[src/rtl/hangman_guess_sequencer_pkg.sv]
// Hangman sequencer shared types and constants.
// States, alphabet bounds and letter codes.
package hangman_pkg;

  localparam int WORD_LEN_D  = 5;
  localparam int MAX_TRIES_D = 6;
  localparam int CHAR_W_D    = 5;

  localparam int ALPHABET_SIZE = 26;

  typedef enum logic [2:0] {
    S_IDLE,
    S_WAIT_CHAR,
    S_SCAN,
    S_UPDATE,
    S_WIN,
    S_LOSE
  } state_t;

  localparam logic [CHAR_W_D-1:0] LTR_E    = 5'd4;
  localparam logic [CHAR_W_D-1:0] LTR_H    = 5'd7;
  localparam logic [CHAR_W_D-1:0] LTR_L    = 5'd11;
  localparam logic [CHAR_W_D-1:0] LTR_O    = 5'd14;
  localparam logic [CHAR_W_D-1:0] LTR_Z    = 5'd25;
  localparam logic [CHAR_W_D-1:0] CODE_BAD = 5'd26;

endpackage

[src/rtl/hangman_guess_sequencer_if.sv]
// Guess-letter valid/ready channel.
// Master offers letters, slave (sequencer) accepts.
interface hangman_guess_sequencer_if
  import hangman_pkg::*;
#(
  parameter int CHAR_W = CHAR_W_D
);
  logic              char_valid;
  logic              char_ready;
  logic [CHAR_W-1:0] char_in;

  modport master (
    output char_valid,
    output char_in,
    input  char_ready
  );

  modport slave (
    input  char_valid,
    input  char_in,
    output char_ready
  );
endinterface

[src/rtl/hangman_guess_sequencer_tries_ctr.sv]
// Remaining-tries counter: load full, step down,
// stick at zero.
module hangman_tries_ctr #(
  parameter int MAX = 6,
  parameter int W   = 3
) (
  input  logic         clk,
  input  logic         rst_n,
  input  logic         load,
  input  logic         dec,
  output logic [W-1:0] count,
  output logic         zero
);

  // load wins over dec; dec at zero holds
  always_ff @(posedge clk or negedge rst_n) begin
    if (!rst_n) begin
      count <= '0;
    end else if (load) begin
      count <= W'(MAX);
    end else if (dec && count != '0) begin
      count <= count - 1'b1;
    end
  end

  assign zero = (count == '0);

endmodule

[src/rtl/hangman_guess_sequencer.sv]
// Round FSM for blind hangman: one guess per
// handshake, one word position scanned per cycle.
module hangman_guess_sequencer
  import hangman_pkg::*;
#(
  parameter int WORD_LEN  = WORD_LEN_D,
  parameter int MAX_TRIES = MAX_TRIES_D,
  parameter int CHAR_W    = CHAR_W_D,
  localparam int IW = $clog2(WORD_LEN),
  localparam int TW = $clog2(MAX_TRIES + 1)
) (
  input  logic                  clk,
  input  logic                  rst_n,
  input  logic                  start,
  hangman_guess_sequencer_if.slave chr,
  output logic [IW-1:0]         word_index,
  input  logic [CHAR_W-1:0]     word_char,
  output logic [WORD_LEN-1:0]   guessed_mask,
  output logic [TW-1:0]         tries_left,
  output logic                  busy,
  output logic                  hit,
  output logic                  miss,
  output logic                  dup,
  output logic                  win,
  output logic                  lose
);

  localparam logic [IW-1:0] LAST = IW'(WORD_LEN - 1);

  state_t state_q, state_d;

  logic [IW-1:0]       idx_q;
  logic [CHAR_W-1:0]   guess_q;
  logic [WORD_LEN-1:0] new_q;
  logic                seen_q;
  logic [WORD_LEN-1:0] mask_q;
  logic                hit_q, miss_q, dup_q;

  logic accept;
  logic has_new;
  logic full;
  logic last_try;
  logic tries_dec;
  logic tries_zero;

  assign accept = chr.char_valid && chr.char_ready
               && (32'(chr.char_in) < ALPHABET_SIZE);
  assign has_new  = (new_q != '0);
  assign full     = &(mask_q | new_q);
  assign last_try = (tries_left == TW'(1)) || tries_zero;

  assign tries_dec = !start && (state_q == S_UPDATE)
                  && !has_new && !seen_q;

  hangman_tries_ctr #(
    .MAX (MAX_TRIES),
    .W   (TW)
  ) u_tries (
    .clk   (clk),
    .rst_n (rst_n),
    .load  (start),
    .dec   (tries_dec),
    .count (tries_left),
    .zero  (tries_zero)
  );

  // state register
  always_ff @(posedge clk or negedge rst_n) begin
    if (!rst_n) state_q <= S_IDLE;
    else        state_q <= state_d;
  end

  // next state; start aborts from anywhere
  always_comb begin
    state_d = state_q;
    if (start) begin
      state_d = S_WAIT_CHAR;
    end else begin
      unique case (state_q)
        S_WAIT_CHAR: if (accept) state_d = S_SCAN;
        S_SCAN: if (idx_q == LAST) state_d = S_UPDATE;
        S_UPDATE: begin
          if (has_new)
            state_d = full ? S_WIN : S_WAIT_CHAR;
          else if (seen_q)
            state_d = S_WAIT_CHAR;
          else
            state_d = last_try ? S_LOSE : S_WAIT_CHAR;
        end
        default: state_d = state_q;
      endcase
    end
  end

  // state-decoded outputs
  always_comb begin
    chr.char_ready = 1'b0;
    busy           = 1'b0;
    win            = 1'b0;
    lose           = 1'b0;
    unique case (state_q)
      S_WAIT_CHAR: chr.char_ready = 1'b1;
      S_SCAN:      busy = 1'b1;
      S_UPDATE:    busy = 1'b1;
      S_WIN:       win  = 1'b1;
      S_LOSE:      lose = 1'b1;
      default:     ;
    endcase
  end

  // scan index, match accumulators, mask and pulses
  always_ff @(posedge clk or negedge rst_n) begin
    if (!rst_n) begin
      idx_q   <= '0;
      guess_q <= '0;
      new_q   <= '0;
      seen_q  <= 1'b0;
      mask_q  <= '0;
      hit_q   <= 1'b0;
      miss_q  <= 1'b0;
      dup_q   <= 1'b0;
    end else begin
      hit_q  <= 1'b0;
      miss_q <= 1'b0;
      dup_q  <= 1'b0;
      if (start) begin
        idx_q  <= '0;
        new_q  <= '0;
        seen_q <= 1'b0;
        mask_q <= '0;
      end else begin
        unique case (state_q)
          S_WAIT_CHAR: begin
            if (accept) begin
              guess_q <= chr.char_in;
              idx_q   <= '0;
              new_q   <= '0;
              seen_q  <= 1'b0;
            end
          end
          S_SCAN: begin
            if (word_char == guess_q) begin
              if (!mask_q[idx_q]) new_q[idx_q] <= 1'b1;
              else                seen_q <= 1'b1;
            end
            idx_q <= (idx_q == LAST) ? '0 : idx_q + 1'b1;
          end
          S_UPDATE: begin
            mask_q <= mask_q | new_q;
            hit_q  <= has_new;
            dup_q  <= !has_new && seen_q;
            miss_q <= !has_new && !seen_q;
          end
          default: ;
        endcase
      end
    end
  end

  assign word_index   = idx_q;
  assign guessed_mask = mask_q;
  assign hit          = hit_q;
  assign miss         = miss_q;
  assign dup          = dup_q;

endmodule

[src/flat_wrapper.sv]
// flat-port wrapper written by rule: the top's interface ports become plain ports
module hangman_guess_sequencer_flat import hangman_pkg::*;
#(
  parameter int WORD_LEN  = WORD_LEN_D,
  parameter int MAX_TRIES = MAX_TRIES_D,
  parameter int CHAR_W    = CHAR_W_D,
  localparam int IW = $clog2(WORD_LEN),
  localparam int TW = $clog2(MAX_TRIES + 1)
)
  (clk, rst_n, start, word_index, word_char, guessed_mask, tries_left, busy, hit, miss, dup, win, lose, chr_char_valid, chr_char_in, chr_char_ready);
  hangman_guess_sequencer_if #(.CHAR_W(CHAR_W)) chr_i ();
  input  logic clk;
  input  logic rst_n;
  input  logic start;
  output logic [IW-1:0] word_index;
  input  logic [CHAR_W-1:0] word_char;
  output logic [WORD_LEN-1:0] guessed_mask;
  output logic [TW-1:0] tries_left;
  output logic busy;
  output logic hit;
  output logic miss;
  output logic dup;
  output logic win;
  output logic lose;
  input wire logic [$bits(chr_i.char_valid)-1:0] chr_char_valid;
  input wire logic [$bits(chr_i.char_in)-1:0] chr_char_in;
  output wire logic [$bits(chr_i.char_ready)-1:0] chr_char_ready;
  assign chr_i.char_valid = chr_char_valid;
  assign chr_i.char_in = chr_char_in;
  assign chr_char_ready = chr_i.char_ready;
  hangman_guess_sequencer #(.WORD_LEN(WORD_LEN), .MAX_TRIES(MAX_TRIES), .CHAR_W(CHAR_W)) u_core (.clk(clk), .rst_n(rst_n), .start(start), .chr(chr_i), .word_index(word_index), .word_char(word_char), .guessed_mask(guessed_mask), .tries_left(tries_left), .busy(busy), .hit(hit), .miss(miss), .dup(dup), .win(win), .lose(lose));
endmodule
[config.mk]
export PLATFORM = sky130hd
export DESIGN_NAME = hangman_guess_sequencer_flat
export DESIGN_NICKNAME = d
export VERILOG_FILES = /design/src/rtl/hangman_guess_sequencer_pkg.sv /design/src/rtl/hangman_guess_sequencer_if.sv /design/src/rtl/hangman_guess_sequencer_tries_ctr.sv /design/src/rtl/hangman_guess_sequencer.sv /design/src/flat_wrapper.sv
export SDC_FILE = /design/constraint.sdc
export NUM_CORES = 1
export LEC_CHECK = 0
export BUFFER_PORTS_ARGS = -buffer_cell sky130_fd_sc_hd__buf_2
export CAP_MARGIN = 15
export CORE_ASPECT_RATIO = 2
export CORE_MARGIN = 2
export CORE_UTILIZATION = 53
export CTS_CLUSTER_SIZE = 25
export DETAILED_ROUTE_END_ITERATION = 10
export PLACE_DENSITY = 0.78
export SYNTH_ARGS = -nofsm -noshare
export SYNTH_HDL_FRONTEND = slang
export SYNTH_SLANG_ARGS = --single-unit
[constraint.sdc]
create_clock -name clk -period 2.3 [get_ports clk]
set_input_delay 0.46 -clock clk [delete_from_list [all_inputs] [get_ports clk]]
set_output_delay 0.46 -clock clk [all_outputs]
set_load 0.005 [all_outputs]
==> flow_summary.json <==
{
  "fillCellCount": 216,
  "netlist.area_leader.share": 0.481,
  "die_area_mm2": 0.00321,
  "cts_root_buf": "clkbuf_8",
  "synth_area_per_cell_um2": 10.3,
  "cp-end-kind": "flop",
  "std_cell_rows": 26,
  "ys_types": 40,
  "clkLatencyLatePin_ps": 280,
  "area_delta_synth_final_pct": 18.1,
  "die_w_um": 41.1,
  "first_pass_iters": 4,
  "crit_start": "u_core.new_q[0]",
  "wire_per_inst_um": 16.9,
  "ys_warn_count": 0,
  "r2r_end": "u_core.u_tries.count[0]",
  "port_buffers": 31,
  "vias_per_cell": 6.23,
  "ff2ff_setup_slack_ps": 190,
  "cp_max_fo": 5,
  "wl_um": 3440,
  "ctsHoldBuffers": 0,
  "slowest_stage": "or4_4",
  "leakage_nw": 0.834,
  "synthCells": 142,
  "ir_drop_mv": 0.555,
  "die_h_um": 78.1,
  "post-place-ws_ps": 190,
  "grt_pass1_wl_um": 5510,
  "cts_setup_buffers": 0,
  "worstMarginPinSlew_ps": 663,
  "grt_pass1_vias": 1321,
  "timing.hold.worst.class": "in2async",
  "cp.required_ps": 2510,
  "synth_ff_type": "dfrtp_1",
  "drv_slew": 0,
  "outcome": "completed",
  "numCtsBuffers": 3,
  "seq_area_frac_synth": 0.481,
  "ys_top_cells_by_area": "dfrtp_1 48%, a22o_1 4.8%, ha_1 4.3%, mux2_2 3.9%, a21oi_1 3.4%",
  "syn-num-nets": 161,
  "layout.nets": 195,
  "setup_tns_ps": 0,
  "yosysTopAreaCell": "dfrtp_1",
  "cpPeakStageDelay_ps": 560,
  "fin_crit_sh": 0.919,
  "vias": 1264,
  "synth_edf_count": 0,
  "ff_latch_area_um2": 701,
  "grt_max_degree": 29,
  "power.density_mw_per_mm2": 653,
  "final_common_cell": "buf_2",
  "maxCapViolations": 0,
  "start_util": 0.567,
  "core_region_area_mm2": 0.00257,
  "r2r_cells": 4,
  "crit_arrival_ps": 2320,
  "dp_hpwl_um": 2600,
  "total_power_mw": 1.12,
  "netlist_area_mm2": 0.00146,
  "post_cts_resized": 0,
  "crit_chain": "or4_4, or4b_4, or3_1, a21oi_1",
  "max_freq_mhz": 473,
  "clock_sink_count": 28,
  "n_antenna_cell": 0,
  "start_kind": "flop",
  "fin_ws_ps": 186,
  "finalSetupViolCount": 0,
  "final.min_clock_period_ps": 2110,
  "place_congestion": 0.850,
  "whs_ps": 187,
  "grt_overflow": 0,
  "ioPinCount": 32,
  "hold_viol": 0,
  "finClkSkew_ps": 2.20,
  "clk_pin_slew_ps": 100,
  "max_slew_margin": 0.556,
  "grt_use_total": 0.244,
  "antenna_found_initial": 0,
  "endpoint": "u_core.u_tries.count[0]",
  "worstSetupPathType": "reg2reg",
  "drtIter0Drc": 52,
  "htree_levels": 1,
  "drc_errors": 0,
  "final_cell_mix": "31 x buf_2, 28 x dfrtp_1, 10 x a21oi_1, 9 x nor2_1, 8 x a22o_1",
  "drive_gt1_frac": 0.269,
  "ant_nets": 0,
  "synthArstFlopShare": 1.00,
  "ys_ff_latch": 28,
  "clockBufferDepth": 2,
  "crit-reg2reg-launch": "u_core.new_q[0]",
  "cts_tree": "yes",
  "multi_input_area_um2": 706,
  "rsz0062_at_grt": "no"
}
[where the power goes]
part | internal, mW | switching (mW) | total [mW] | leakage [nW]
Clock | 0.233 | 0.158 | 0.391 | 0.0357
Combinational | 0.0834 | 0.0857 | 0.169 | 0.432
Sequential | 0.530 | 0.0334 | 0.563 | 0.366
Total | 0.846 | 0.277 | 1.12 | 0.834
[stage by stage]
step            util  std cells  area (um2)
2_1_floorplan      -        142        1460
3_3_place_gp   0.642        199        1650
3_5_place_dp   0.642        199        1650
4_1_cts        0.669        203        1720
5_1_grt        0.669        203        1720
6_report       0.669        203        1720
[how the worst min path moves through the flow]
stage / cells after the start / from / to
after global routing: 1 / rst_n / u_core.guessed_mask[0]
after detailed placement: 1 / rst_n / u_core.state_q[2]
final: 1 / rst_n / u_core.state_q[2]
after global placement: 1 / rst_n / u_core.u_tries.count[2]
after floorplan: 0 / rst_n / u_core.dup
after CTS: 1 / rst_n / u_core.state_q[2]
[worst max-delay path, delay by kind of cell (launching register included)]
| kind | cells | cell delay (ps) |
|---|---|---|
| compound gates | 1 | 150 |
| simple gates | 3 | 1480 |
| flops | 1 | 420 |
[layer usage]
metal	wire length (um)	global-route usage	vias up
li1	-	-	595
met1	1250	0.255	608
met2	1950	0.413	46
met3	120	0.0452	15
met4	113	0.137	0
met5	0	0	-
[cell usage after synthesis (2+ instances only)]
library cell / instances
a21oi_1: 10
a22o_1: 8
a31oi_1: 2
and3_1: 4
clkbuf_1: 4
dfrtp_1: 28
ha_1: 5
inv_1: 7
mux2_2: 5
nand2_1: 6
nand3_1: 4
nor2_1: 9
nor2b_1: 6
nor3b_1: 2
nor4_1: 4
o21ai_0: 7
o22ai_1: 3
o41ai_1: 3
xor2_1: 4
[logic make-up after synthesis]
logic type	Yosys count	share of synthesized area
AND/OR/NAND/NOR	45	0.178
AO/OA/AOI/OAI	40	0.188
flip-flops	28	0.481
buffers and inverters	13	0.0344
multiplexers	6	0.0455
XOR/XNOR	5	0.0301
adder cells (fa/ha/maj)	5	0.0430
[final cells by class]
| class | count | area share |
|---|---|---|
| timing repair buffer | 34 | 0.103 |
| clock buffer | 3 | 0.0240 |
| tap | 28 | 0.0204 |
| sequential | 28 | 0.407 |
| clock inverter | 1 | 0.0175 |
| inverter | 8 | 0.0175 |
| multi-input combinational | 101 | 0.410 |
[state kept, by name, summed over array words and instances (netlist names), 3 cells and up]
signal / cells
u_core.guess_q: 5
u_core.guessed_mask: 5
u_core.new_q: 5
u_core.state_q: 3
u_core.u_tries.count: 3
u_core.word_index: 3
Power figures use the tool's default switching activity.
